### src/rtl/scb_pkg.sv
// Shared constants and types for the SCB scratchpad arbiter.
package scb_pkg;

  localparam int SCB_A = 11;
  localparam int SCB_D = 16;
  localparam int SCB_B = 2;

  typedef enum logic [0:0] {
    IDLE    = 1'b0,
    RD_RESP = 1'b1
  } scb_state_e;

  typedef logic [0:0] scb_idx_t;

endpackage

### src/rtl/scb_arbiter_if.sv
// SCB arbiter bus bundle: both requester ports plus the scratchpad slave port.
// Modport slave is the arbiter's view; master is the fabric/scratchpad view.
interface scb_arbiter_if #(
  parameter int A = scb_pkg::SCB_A,
  parameter int D = scb_pkg::SCB_D,
  parameter int B = scb_pkg::SCB_B
);

  logic [A-1:0] m0_Addr_i;
  logic [D-1:0] m0_Data_i;
  logic [D-1:0] m0_Data_o;
  logic [B-1:0] m0_stb_i;
  logic         m0_ce_i;
  logic         m0_rd_i;
  logic         m0_wr_i;
  logic         m0_rdy_o;

  logic [A-1:0] m1_Addr_i;
  logic [D-1:0] m1_Data_i;
  logic [D-1:0] m1_Data_o;
  logic [B-1:0] m1_stb_i;
  logic         m1_ce_i;
  logic         m1_rd_i;
  logic         m1_wr_i;
  logic         m1_rdy_o;

  logic [A-1:0] scb_Addr_o;
  logic [D-1:0] scb_Data_o;
  logic [D-1:0] scb_Data_i;
  logic [B-1:0] scb_stb_o;
  logic         scb_ce_o;
  logic         scb_rd_o;
  logic         scb_wr_o;
  logic         scb_rdy_i;

  modport slave (
    input  m0_Addr_i, m0_Data_i, m0_stb_i, m0_ce_i, m0_rd_i, m0_wr_i,
    output m0_Data_o, m0_rdy_o,
    input  m1_Addr_i, m1_Data_i, m1_stb_i, m1_ce_i, m1_rd_i, m1_wr_i,
    output m1_Data_o, m1_rdy_o,
    output scb_Addr_o, scb_Data_o, scb_stb_o, scb_ce_o, scb_rd_o, scb_wr_o,
    input  scb_Data_i, scb_rdy_i
  );

  modport master (
    output m0_Addr_i, m0_Data_i, m0_stb_i, m0_ce_i, m0_rd_i, m0_wr_i,
    input  m0_Data_o, m0_rdy_o,
    output m1_Addr_i, m1_Data_i, m1_stb_i, m1_ce_i, m1_rd_i, m1_wr_i,
    input  m1_Data_o, m1_rdy_o,
    input  scb_Addr_o, scb_Data_o, scb_stb_o, scb_ce_o, scb_rd_o, scb_wr_o,
    output scb_Data_i, scb_rdy_i
  );

endinterface

### src/rtl/scb_arb_pick.sv
// Winner selection for the two SCB requesters.
// SCB_ARB_RR_EN defined: round-robin on ptr; undefined: fixed priority to m0.
module scb_arb_pick
  import scb_pkg::*;
(
  input  logic [1:0] req,
  input  logic       ptr,
  output logic [1:0] gnt,
  output logic       ptr_nxt
);

`ifdef SCB_ARB_RR_EN
  // ptr=0 favours m0; after a grant the pointer favours the loser.
  always_comb begin
    gnt     = 2'b00;
    ptr_nxt = ptr;
    case (req)
      2'b01:   gnt = 2'b01;
      2'b10:   gnt = 2'b10;
      2'b11:   gnt = ptr ? 2'b10 : 2'b01;
      default: gnt = 2'b00;
    endcase
    if (gnt[0]) begin
      ptr_nxt = 1'b1;
    end else if (gnt[1]) begin
      ptr_nxt = 1'b0;
    end else begin
      ptr_nxt = ptr;
    end
  end
`else
  // Pointer just recirculates its reset value, so the register folds away.
  always_comb begin
    gnt     = 2'b00;
    ptr_nxt = ptr;
    if (req[0]) begin
      gnt = 2'b01;
    end else if (req[1]) begin
      gnt = 2'b10;
    end else begin
      gnt = 2'b00;
    end
  end
`endif

endmodule

### src/rtl/scb_arbiter.sv
// Two-requester arbiter/sequencer for the SCB scratchpad slave port.
// Arbitration mode is chosen by SCB_ARB_RR_EN inside scb_arb_pick.
module scb_arbiter
  import scb_pkg::*;
#(
  parameter int A = SCB_A,
  parameter int D = SCB_D,
  parameter int B = SCB_B
) (
  input  logic         clk_i,
  input  logic         rst_i,
  scb_arbiter_if.slave bus
);

  localparam logic [0:0] ST_IDLE    = IDLE;
  localparam logic [0:0] ST_RD_RESP = RD_RESP;

  logic [0:0]   state_r;
  scb_idx_t     owner_r;
  logic         ptr_r;
  logic [A-1:0] addr_r;
  logic [B-1:0] stb_r;
  logic [D-1:0] rdata_r [2];

  logic [A-1:0] req_addr_s [2];
  logic [D-1:0] req_data_s [2];
  logic [B-1:0] req_stb_s  [2];
  logic [1:0]   req_s, req_rd_s, req_wr_s, gnt_s, rdy_s;
  scb_idx_t     win_s;
  logic         ptr_nxt_s, fwd_s, rd_go_s, rd_resp_s;
  logic [A-1:0] scb_addr_s;
  logic [D-1:0] scb_data_s;
  logic [B-1:0] scb_stb_s;
  logic         scb_ce_s, scb_rd_s, scb_wr_s;

  assign req_addr_s[0] = bus.m0_Addr_i;
  assign req_addr_s[1] = bus.m1_Addr_i;
  assign req_data_s[0] = bus.m0_Data_i;
  assign req_data_s[1] = bus.m1_Data_i;
  assign req_stb_s[0]  = bus.m0_stb_i;
  assign req_stb_s[1]  = bus.m1_stb_i;
  assign req_s         = {bus.m1_ce_i, bus.m0_ce_i};
  assign req_rd_s      = {bus.m1_rd_i, bus.m0_rd_i};
  assign req_wr_s      = {bus.m1_wr_i, bus.m0_wr_i};

  scb_arb_pick u_pick (
    .req     (req_s),
    .ptr     (ptr_r),
    .gnt     (gnt_s),
    .ptr_nxt (ptr_nxt_s)
  );

  assign win_s = scb_idx_t'(gnt_s[1]);

  // Forward the winner in IDLE, or complete the pending read in RD_RESP.
  always_comb begin
    scb_addr_s = addr_r;
    scb_data_s = {D{1'b0}};
    scb_stb_s  = stb_r;
    scb_ce_s   = 1'b0;
    scb_rd_s   = 1'b0;
    scb_wr_s   = 1'b0;
    rdy_s      = 2'b00;
    fwd_s      = 1'b0;
    rd_go_s    = 1'b0;
    if (rst_i) begin
      scb_addr_s = {A{1'b0}};
      scb_stb_s  = {B{1'b0}};
    end else if (state_r == ST_RD_RESP) begin
      rdy_s[owner_r] = 1'b1;
    end else if (|req_s) begin
      fwd_s      = 1'b1;
      scb_addr_s = req_addr_s[win_s];
      scb_data_s = req_data_s[win_s];
      scb_stb_s  = req_stb_s[win_s];
      // rd+wr together is treated as a write; neither is a bare acknowledge.
      if (req_wr_s[win_s]) begin
        scb_ce_s      = 1'b1;
        scb_wr_s      = 1'b1;
        rdy_s[win_s]  = bus.scb_rdy_i;
      end else if (req_rd_s[win_s]) begin
        scb_ce_s = 1'b1;
        scb_rd_s = 1'b1;
        rd_go_s  = bus.scb_rdy_i;
      end else begin
        rdy_s[win_s] = bus.scb_rdy_i;
      end
    end else begin
      scb_addr_s = addr_r;
    end
  end

  assign rd_resp_s = (state_r == ST_RD_RESP) && !rst_i;

  assign bus.scb_Addr_o = scb_addr_s;
  assign bus.scb_Data_o = scb_data_s;
  assign bus.scb_stb_o  = scb_stb_s;
  assign bus.scb_ce_o   = scb_ce_s;
  assign bus.scb_rd_o   = scb_rd_s;
  assign bus.scb_wr_o   = scb_wr_s;
  assign bus.m0_rdy_o   = rdy_s[0];
  assign bus.m1_rdy_o   = rdy_s[1];
  assign bus.m0_Data_o  = (rd_resp_s && owner_r == 1'b0) ? bus.scb_Data_i : rdata_r[0];
  assign bus.m1_Data_o  = (rd_resp_s && owner_r == 1'b1) ? bus.scb_Data_i : rdata_r[1];

  // Sequencer state, read owner and round-robin pointer.
  always_ff @(posedge clk_i) begin
    if (rst_i) begin
      state_r <= ST_IDLE;
      owner_r <= 1'b0;
      ptr_r   <= 1'b0;
    end else if (state_r == ST_RD_RESP) begin
      state_r <= ST_IDLE;
    end else begin
      state_r <= rd_go_s ? ST_RD_RESP : ST_IDLE;
      if (rd_go_s) begin
        owner_r <= win_s;
      end
      if (fwd_s && bus.scb_rdy_i) begin
        ptr_r <= ptr_nxt_s;
      end
    end
  end

  // Held address/strobe keep the scratchpad's byte steering valid between grants.
  always_ff @(posedge clk_i) begin
    if (rst_i) begin
      addr_r <= {A{1'b0}};
      stb_r  <= {B{1'b0}};
    end else if (fwd_s) begin
      addr_r <= scb_addr_s;
      stb_r  <= scb_stb_s;
    end
  end

  // Per-requester read data, held between reads.
  always_ff @(posedge clk_i) begin
    if (rst_i) begin
      rdata_r[0] <= {D{1'b0}};
      rdata_r[1] <= {D{1'b0}};
    end else if (rd_resp_s) begin
      rdata_r[owner_r] <= bus.scb_Data_i;
    end
  end

endmodule

### src/flat_wrapper.sv
// flat-port wrapper written by rule: the top's interface ports become plain ports
module scb_arbiter_flat import scb_pkg::*;
#(
  parameter int A = SCB_A,
  parameter int D = SCB_D,
  parameter int B = SCB_B
)
  (clk_i, rst_i, bus_m0_Addr_i, bus_m0_Data_i, bus_m0_stb_i, bus_m0_ce_i, bus_m0_rd_i, bus_m0_wr_i, bus_m0_Data_o, bus_m0_rdy_o, bus_m1_Addr_i, bus_m1_Data_i, bus_m1_stb_i, bus_m1_ce_i, bus_m1_rd_i, bus_m1_wr_i, bus_m1_Data_o, bus_m1_rdy_o, bus_scb_Addr_o, bus_scb_Data_o, bus_scb_stb_o, bus_scb_ce_o, bus_scb_rd_o, bus_scb_wr_o, bus_scb_Data_i, bus_scb_rdy_i);
  scb_arbiter_if #(.A(A), .D(D), .B(B)) bus_i ();
  input  logic clk_i;
  input  logic rst_i;
  input wire logic [$bits(bus_i.m0_Addr_i)-1:0] bus_m0_Addr_i;
  input wire logic [$bits(bus_i.m0_Data_i)-1:0] bus_m0_Data_i;
  input wire logic [$bits(bus_i.m0_stb_i)-1:0] bus_m0_stb_i;
  input wire logic [$bits(bus_i.m0_ce_i)-1:0] bus_m0_ce_i;
  input wire logic [$bits(bus_i.m0_rd_i)-1:0] bus_m0_rd_i;
  input wire logic [$bits(bus_i.m0_wr_i)-1:0] bus_m0_wr_i;
  output wire logic [$bits(bus_i.m0_Data_o)-1:0] bus_m0_Data_o;
  output wire logic [$bits(bus_i.m0_rdy_o)-1:0] bus_m0_rdy_o;
  input wire logic [$bits(bus_i.m1_Addr_i)-1:0] bus_m1_Addr_i;
  input wire logic [$bits(bus_i.m1_Data_i)-1:0] bus_m1_Data_i;
  input wire logic [$bits(bus_i.m1_stb_i)-1:0] bus_m1_stb_i;
  input wire logic [$bits(bus_i.m1_ce_i)-1:0] bus_m1_ce_i;
  input wire logic [$bits(bus_i.m1_rd_i)-1:0] bus_m1_rd_i;
  input wire logic [$bits(bus_i.m1_wr_i)-1:0] bus_m1_wr_i;
  output wire logic [$bits(bus_i.m1_Data_o)-1:0] bus_m1_Data_o;
  output wire logic [$bits(bus_i.m1_rdy_o)-1:0] bus_m1_rdy_o;
  output wire logic [$bits(bus_i.scb_Addr_o)-1:0] bus_scb_Addr_o;
  output wire logic [$bits(bus_i.scb_Data_o)-1:0] bus_scb_Data_o;
  output wire logic [$bits(bus_i.scb_stb_o)-1:0] bus_scb_stb_o;
  output wire logic [$bits(bus_i.scb_ce_o)-1:0] bus_scb_ce_o;
  output wire logic [$bits(bus_i.scb_rd_o)-1:0] bus_scb_rd_o;
  output wire logic [$bits(bus_i.scb_wr_o)-1:0] bus_scb_wr_o;
  input wire logic [$bits(bus_i.scb_Data_i)-1:0] bus_scb_Data_i;
  input wire logic [$bits(bus_i.scb_rdy_i)-1:0] bus_scb_rdy_i;
  assign bus_i.m0_Addr_i = bus_m0_Addr_i;
  assign bus_i.m0_Data_i = bus_m0_Data_i;
  assign bus_i.m0_stb_i = bus_m0_stb_i;
  assign bus_i.m0_ce_i = bus_m0_ce_i;
  assign bus_i.m0_rd_i = bus_m0_rd_i;
  assign bus_i.m0_wr_i = bus_m0_wr_i;
  assign bus_m0_Data_o = bus_i.m0_Data_o;
  assign bus_m0_rdy_o = bus_i.m0_rdy_o;
  assign bus_i.m1_Addr_i = bus_m1_Addr_i;
  assign bus_i.m1_Data_i = bus_m1_Data_i;
  assign bus_i.m1_stb_i = bus_m1_stb_i;
  assign bus_i.m1_ce_i = bus_m1_ce_i;
  assign bus_i.m1_rd_i = bus_m1_rd_i;
  assign bus_i.m1_wr_i = bus_m1_wr_i;
  assign bus_m1_Data_o = bus_i.m1_Data_o;
  assign bus_m1_rdy_o = bus_i.m1_rdy_o;
  assign bus_scb_Addr_o = bus_i.scb_Addr_o;
  assign bus_scb_Data_o = bus_i.scb_Data_o;
  assign bus_scb_stb_o = bus_i.scb_stb_o;
  assign bus_scb_ce_o = bus_i.scb_ce_o;
  assign bus_scb_rd_o = bus_i.scb_rd_o;
  assign bus_scb_wr_o = bus_i.scb_wr_o;
  assign bus_i.scb_Data_i = bus_scb_Data_i;
  assign bus_i.scb_rdy_i = bus_scb_rdy_i;
  scb_arbiter #(.A(A), .D(D), .B(B)) u_core (.clk_i(clk_i), .rst_i(rst_i), .bus(bus_i));
endmodule
### config.mk
export PLATFORM = sky130hd
export DESIGN_NAME = scb_arbiter_flat
export DESIGN_NICKNAME = d
export VERILOG_FILES = /design/src/rtl/scb_pkg.sv /design/src/rtl/scb_arbiter_if.sv /design/src/rtl/scb_arb_pick.sv /design/src/rtl/scb_arbiter.sv /design/src/flat_wrapper.sv
export SDC_FILE = /design/constraint.sdc
export NUM_CORES = 1
export LEC_CHECK = 0
export ABC_AREA = 1
export ABC_CLOCK_PERIOD_IN_PS = 3200
export BUFFER_PORTS_ARGS = -buffer_cell sky130_fd_sc_hd__buf_2
export CELL_PAD_IN_SITES_DETAIL_PLACEMENT = 1
export CELL_PAD_IN_SITES_GLOBAL_PLACEMENT = 2
export CORE_ASPECT_RATIO = 2
export CORE_MARGIN = 1
export CORE_UTILIZATION = 24
export DETAILED_ROUTE_END_ITERATION = 10
export MAX_ROUTING_LAYER = met4
export PLACE_DENSITY_LB_ADDON = 0.1
export RECOVER_POWER = 50
export SETUP_SLACK_MARGIN = 0.1
export SKIP_LAST_GASP = 1
export SLEW_MARGIN = 10
export SYNTH_ARGS = -nofsm -noshare
export SYNTH_HDL_FRONTEND = slang
export SYNTH_SLANG_ARGS = --single-unit
### constraint.sdc
create_clock -name clk_i -period 3.2 [get_ports clk_i]
set_input_delay 0.32 -clock clk_i [delete_from_list [all_inputs] [get_ports clk_i]]
set_output_delay 0.32 -clock clk_i [all_outputs]
set_load 0.05 [all_outputs]
# After elaboration in Yosys (flattened, before gate mapping)
# Memory sizes are Yosys's and may differ from the RTL's.
# Cells that the tools add are included.
[word_totals]
romBits = 0
inputBits = 83
latch_bits = 0
elab_cells = 89
out_inout_bits = 66
register_bits = 15
n_memories = 1
mem_bits_rw = 32
[op_classes]
n_mux = 65
reduce_logical = 10
eq_ne = 0
magnitude_cmp = 5
n_mul = 0
div_mod_pow = 0
bitwise_logic = 4
addsub = 0
shift = 0
[memory_table]
columns = ["name", "depth", "width", "rd", "rd_clocked_by_memory_dff", "write_ports", "line", "text"]
rows = [
  ["u_core.rdata_r", 2, 16, 2, 0, 2, "scb_arbiter.sv:23", "logic [D-1:0] rdata_r [2];"],
]
[ops]
columns = ["op", "count"]
rows = [
  ["16-bit 2-to-1 mux", 9],
  ["11-bit 2-to-1 mux", 6],
  ["1-bit 2-to-1 mux", 35],
  ["2-bit 2-to-1 mux", 13],
  ["16-bit OR reduction", 1],
  ["1-bit logical AND", 5],
  ["1-bit by 2-bit less-than comparator with 1-bit output, second input constant", 2],
  ["2-bit OR reduction", 2],
  ["2-bit bitwise AND", 1],
  ["1-bit demux with 1-bit select", 2],
  ["1-bit greater-or-equal comparator, second input constant", 2],
  ["2-bit greater-or-equal comparator, second input constant", 1],
  ["1-bit inverter", 2],
  ["1-bit inverter with 2-bit output", 1],
  ["2-bit AND reduction", 1],
  ["1-bit zero test", 1],
]

# Longest topological paths before layout
[depth]
depth_word = 12
mapped_depth = 9
depth_no_buf = 7

# Cells and area by module
# Synthesis repeated with hierarchy kept, for this count alone.
[hier_totals]
hier_cells = 348
area_unflattened_um2 = 2651.3
[by_module_without_submodules]
columns = ["mod", "area_each_um2", "cells_per_inst", "instances"]
rows = [
  ["scb_arbiter", 2626.3, 344, 1],
  ["scb_arb_pick", 25.0, 4, 1],
]

# Worst setup path after synthesis
# No wires, ideal clock.
[synth_timing]
path_type = "input to output"
start = "input bus_m0_ce_i"
end = "output bus_m0_rdy_o"
required_time_ns = 2.880
n_path_buf = 2
t_arrival_ns = 1.972
cell_stages = 6
slack_ns = 0.908
path_cell_list = "buf_4 > nand2_1 > inv_1 > buf_2 > nand3_1 > o21ai_0"
[synth_between]
elab_chain_len = 11
[synth_lines]
columns = ["element", "line", "text"]
rows = [
  ["from (decl)", "flat_wrapper.sv:15", "input wire logic [$bits(bus_i.m0_ce_i)-1:0] bus_m0_ce_i;"],
  ["2-bit 2-to-1 mux", "scb_arb_pick.sv:36", "if (req[0]) begin"],
  ["1-bit by 2-bit less-than comparator with 1-bit output (implied by the code) or 1-bit greater-or-equal comparator (tied branches)", "scb_arbiter.sv:80, scb_arbiter.sv:86", ""],
  ["1-bit logical AND (implied by the code)", "scb_arbiter.sv:80, scb_arbiter.sv:86", ""],
  ["1-bit 2-to-1 mux (implied by the code)", "scb_arbiter.sv:80, scb_arbiter.sv:86", ""],
  ["1-bit demux with 1-bit select", "-", ""],
  ["2-bit bitwise AND (no source line)", "-", ""],
  ["2-bit 2-to-1 mux", "scb_arbiter.sv:81", "end else if (req_rd_s[win_s]) begin"],
  ["2-bit 2-to-1 mux", "scb_arbiter.sv:77", "if (req_wr_s[win_s]) begin"],
  ["2-bit 2-to-1 mux *", "scb_arbiter.sv:71", "end else if (|req_s) begin"],
  ["2-bit 2-to-1 mux *", "scb_arbiter.sv:69", "end else if (state_r == ST_RD_RESP) begin"],
  ["2-bit 2-to-1 mux *", "scb_arbiter.sv:66", "if (rst_i) begin"],
  ["to (decl)", "flat_wrapper.sv:19", "output wire logic [$bits(bus_i.m0_rdy_o)-1:0] bus_m0_rdy_o;"],
]
# Mark *: on every way between the ends. The rest lies on a longest branch, timed or not. The select of a mux whose other input is x is not followed.

# Worst setup path in the final report
[layout_timing]
start = "register u_core.state_r"
end = "output bus_m0_Data_o[4]"
[layout_between]
elab_chain_len = 3
[layout_lines]
columns = ["element", "line", "text"]
rows = [
  ["from (decl)", "scb_arbiter.sv:18", "logic [0:0] state_r;"],
  ["from (signal assigned)", "scb_arbiter.sv:115", "state_r <= rd_go_s ? ST_RD_RESP : ST_IDLE;"],
  ["1-bit logical AND", "scb_arbiter.sv:93", "assign rd_resp_s = (state_r == ST_RD_RESP) && !rst_i;"],
  ["1-bit logical AND", "scb_arbiter.sv:103", "assign bus.m0_Data_o = (rd_resp_s && owner_r == 1'b0) ? bus.scb_Data_i : rdata_r[0];"],
  ["16-bit 2-to-1 mux", "scb_arbiter.sv:103", ""],
  ["to (decl)", "flat_wrapper.sv:18", "output wire logic [$bits(bus_i.m0_Data_o)-1:0] bus_m0_Data_o;"],
]
# Every way passes these cells.

==> out/summary.txt <==
Register area - 1260 µm²
I/O pins - 149
Pwr/cell area - 467 nW/µm²
Initial antenna violation count - 0
Routability congestion estimate - 0.770
Part of the cycle the worst path needs - 0.814
Drt first pass iters - 3
Final Hold Fails - 0
Setup_tns - 0 ps
Setup Buffers After CTS - 0
WL met1 - 2960 µm
CTS Sinks - 47
Met2 wire length - 4560 µm
Status - finished, final reports clean
Leak Pwr - 2.06 nW
Buffers on Ports - 148
Cell count after synthesis - 365
Chip Height - 149 µm
Setup Skew - 3.15 ps
Synthesized area - 2590 µm²
CP Launch Type - flop
Rel. slew slack - 0.354
CP Capture Type - primary output
Crit Path Class - reg2out
Starting Density - 0.247
Ys Warns - 0
Power consumption - 1.69 mW
Max-cap violation count - 0
Hold bufs inserted after CTS - 0
Hold Path Origin - bus_m1_Addr_i[7]
Met3 routed WL - 363 µm
Clock transition at the registers of the reported paths - 70 ps
Uppermost layer routed - met4
Vias in the first global route - 2699
Root Buffer - clkbuf_16
Max-slew violations - 0
Fin crit period - 2610 ps
HP Class - in2reg
Post-synthesis sequential area ratio - 0.487
Layout cells sized above 1 - 0.321
Area delta synth->final - 39.7%
Mapped Nets - 448
First-pass GRT wire length - 12400 µm
Post-CTS resize count - 0
Die area - 11200 µm²
Number of synthesized register bits - 47
H-Tree Depth - 2
Crit path DAT - 2290 ps
CTS Buf Count - 5
Site Rows - 53
Placed wire-length estimate - 6290 µm
DRT Wirelength - 8010 µm
Avg Inst Size Synth - 7.10 µm²
Fmax - 384 MHz
CTS Buffer Depth - 2
Pin count of the biggest net entering global routing - 30
Max FO, Critical Path - 29
Distinct cells, synth - 17
Nets - 590
Crit path from - u_core.state_r$_SDFF_PP0_
Residual DRC - 0
Reg-to-reg startpoint - u_core.owner_r$_SDFFE_PP0P_
Die Wd - 75.5 µm
Vias/cell - 4.32
# setup viols final - 0
Grt total ovfl - 0
Antenna-violating nets left - 0
Routed WL per cell - 12.4 µm
RSZ-0062 raised after global routing - false
CTS tree - yes
Latest clock arrival within the worst-skew pair - 290 ps
Via Count - 2789
Gr usage total - 0.151
Critical Path RT - 2880 ps
Core Area - 10500 µm²
N_diodes - 0
Fillcell total - 1384
Detailed Route Iter0 Violations - 81
Peak supply drop - 170 µV
Area occupied by multi-input gates - 1040 µm²
Worst-Margin Slew - 969 ps
[final timing paths]
kind                                                            to  cells past startpoint  slack [ps]
worst max-delay path                              bus_m0_Data_o[4]                      4         590
worst min-delay path                 u_core.addr_r[7]$_SDFFE_PP0P_                      5         330
worst max register to register  u_core.rdata_r[1][4]$_SDFFCE_PN0P_                      5        1400
worst min register to register       u_core.addr_r[7]$_SDFFE_PP0P_                      4         550
[critical path, stage by stage, from the launching register on]
cell,delay [ps]
dfxtp_1,450
nand3_2,450
clkbuf_1,490
o21ai_0,290
buf_2,300
[final cells by class]
| cell class | count | area share |
|---|---|---|
| tap | 137 | 0.0474 |
| multi-input combinational | 245 | 0.288 |
| timing repair buffer | 153 | 0.212 |
| clock buffer | 5 | 0.0346 |
| sequential | 47 | 0.349 |
| clock inverter | 3 | 0.0128 |
| inverter | 55 | 0.0571 |
[registers in the layout, indices dropped and copies added (netlist names)]
register / flops
u_core.stb_r: 2
u_core.state_r: 1
u_core.rdata_r: 32
u_core.owner_r: 1
u_core.addr_r: 11
[synthesized netlist by cell type]
| cell | number | area share |
|---|---|---|
| nand2_1 | 132 | 0.19 |
| inv_1 | 53 | 0.077 |
| nor2_1 | 38 | 0.055 |
| o21ai_0 | 33 | 0.064 |
| edfxtp_1 | 32 | 0.37 |
| nand3_1 | 18 | 0.035 |
| a21oi_1 | 17 | 0.033 |
| dfxtp_1 | 15 | 0.12 |
| clkbuf_1 | 9 | 0.013 |
| buf_2 | 6 | 0.012 |
| buf_4 | 3 | 0.0087 |
| nand4_1 | 3 | 0.0072 |
| inv_2 | 2 | 0.0029 |
| nand2_4 | 1 | 0.0043 |
| nand3b_1 | 1 | 0.0029 |
| nor2_4 | 1 | 0.0043 |
| o21ai_2 | 1 | 0.0034 |
[cell families after synthesis]
group / Yosys count / share of synthesized area
buf+inv: 73 / 0.113
flops: 47 / 0.487
simple gates: 194 / 0.300
compound gates: 51 / 0.100
[routing by layer]
| layer | vias to the layer above | GRT usage |
|---|---|---|
| met2 | 88 | 0.292 |
| met4 | 0 | 0.0556 |
| met3 | 7 | 0.0243 |
| met5 | - | - |
| met1 | 1278 | 0.142 |
| li1 | 1416 | - |
[power breakdown]
group / internal (mW) / total [mW] / switching [mW] / leakage [nW]
Clock: 0.371 / 0.609 / 0.238 / 0.0804
Combinational: 0.103 / 0.396 / 0.292 / 1.53
Sequential: 0.677 / 0.685 / 0.00811 / 0.455
Total: 1.15 / 1.69 / 0.538 / 2.06
[placed cells by master, fill, tap and decap left out, types with 2 or more instances in the layout]
cell and count:
inv_2 2, clkbuf_1 4, nor2_1 38, nand3_1 17, inv_1 53, nand4_1 3
nand2_1 132, a21oi_1 17, edfxtp_1 32, clkbuf_16 5, buf_2 147, o21ai_0 33
buf_4 2, dfxtp_1 15
[metrics by stage]
step | cells | hold slack [ps] | util | worst slack, ps | instance area, µm²
finish | 645 | 326 | 0.345 | 594 | 3620
global route | 645 | 359 | 0.345 | 334 | 3620
CTS | 645 | 323 | 0.346 | 771 | 3630
detailed placement | 637 | 542 | 0.330 | 1030 | 3460
global placement | 637 | 532 | 0.330 | 1110 | 3460
floorplan | 365 | 474 | - | 908 | 2590
Note: power is estimated with default switching activity, not from simulation.
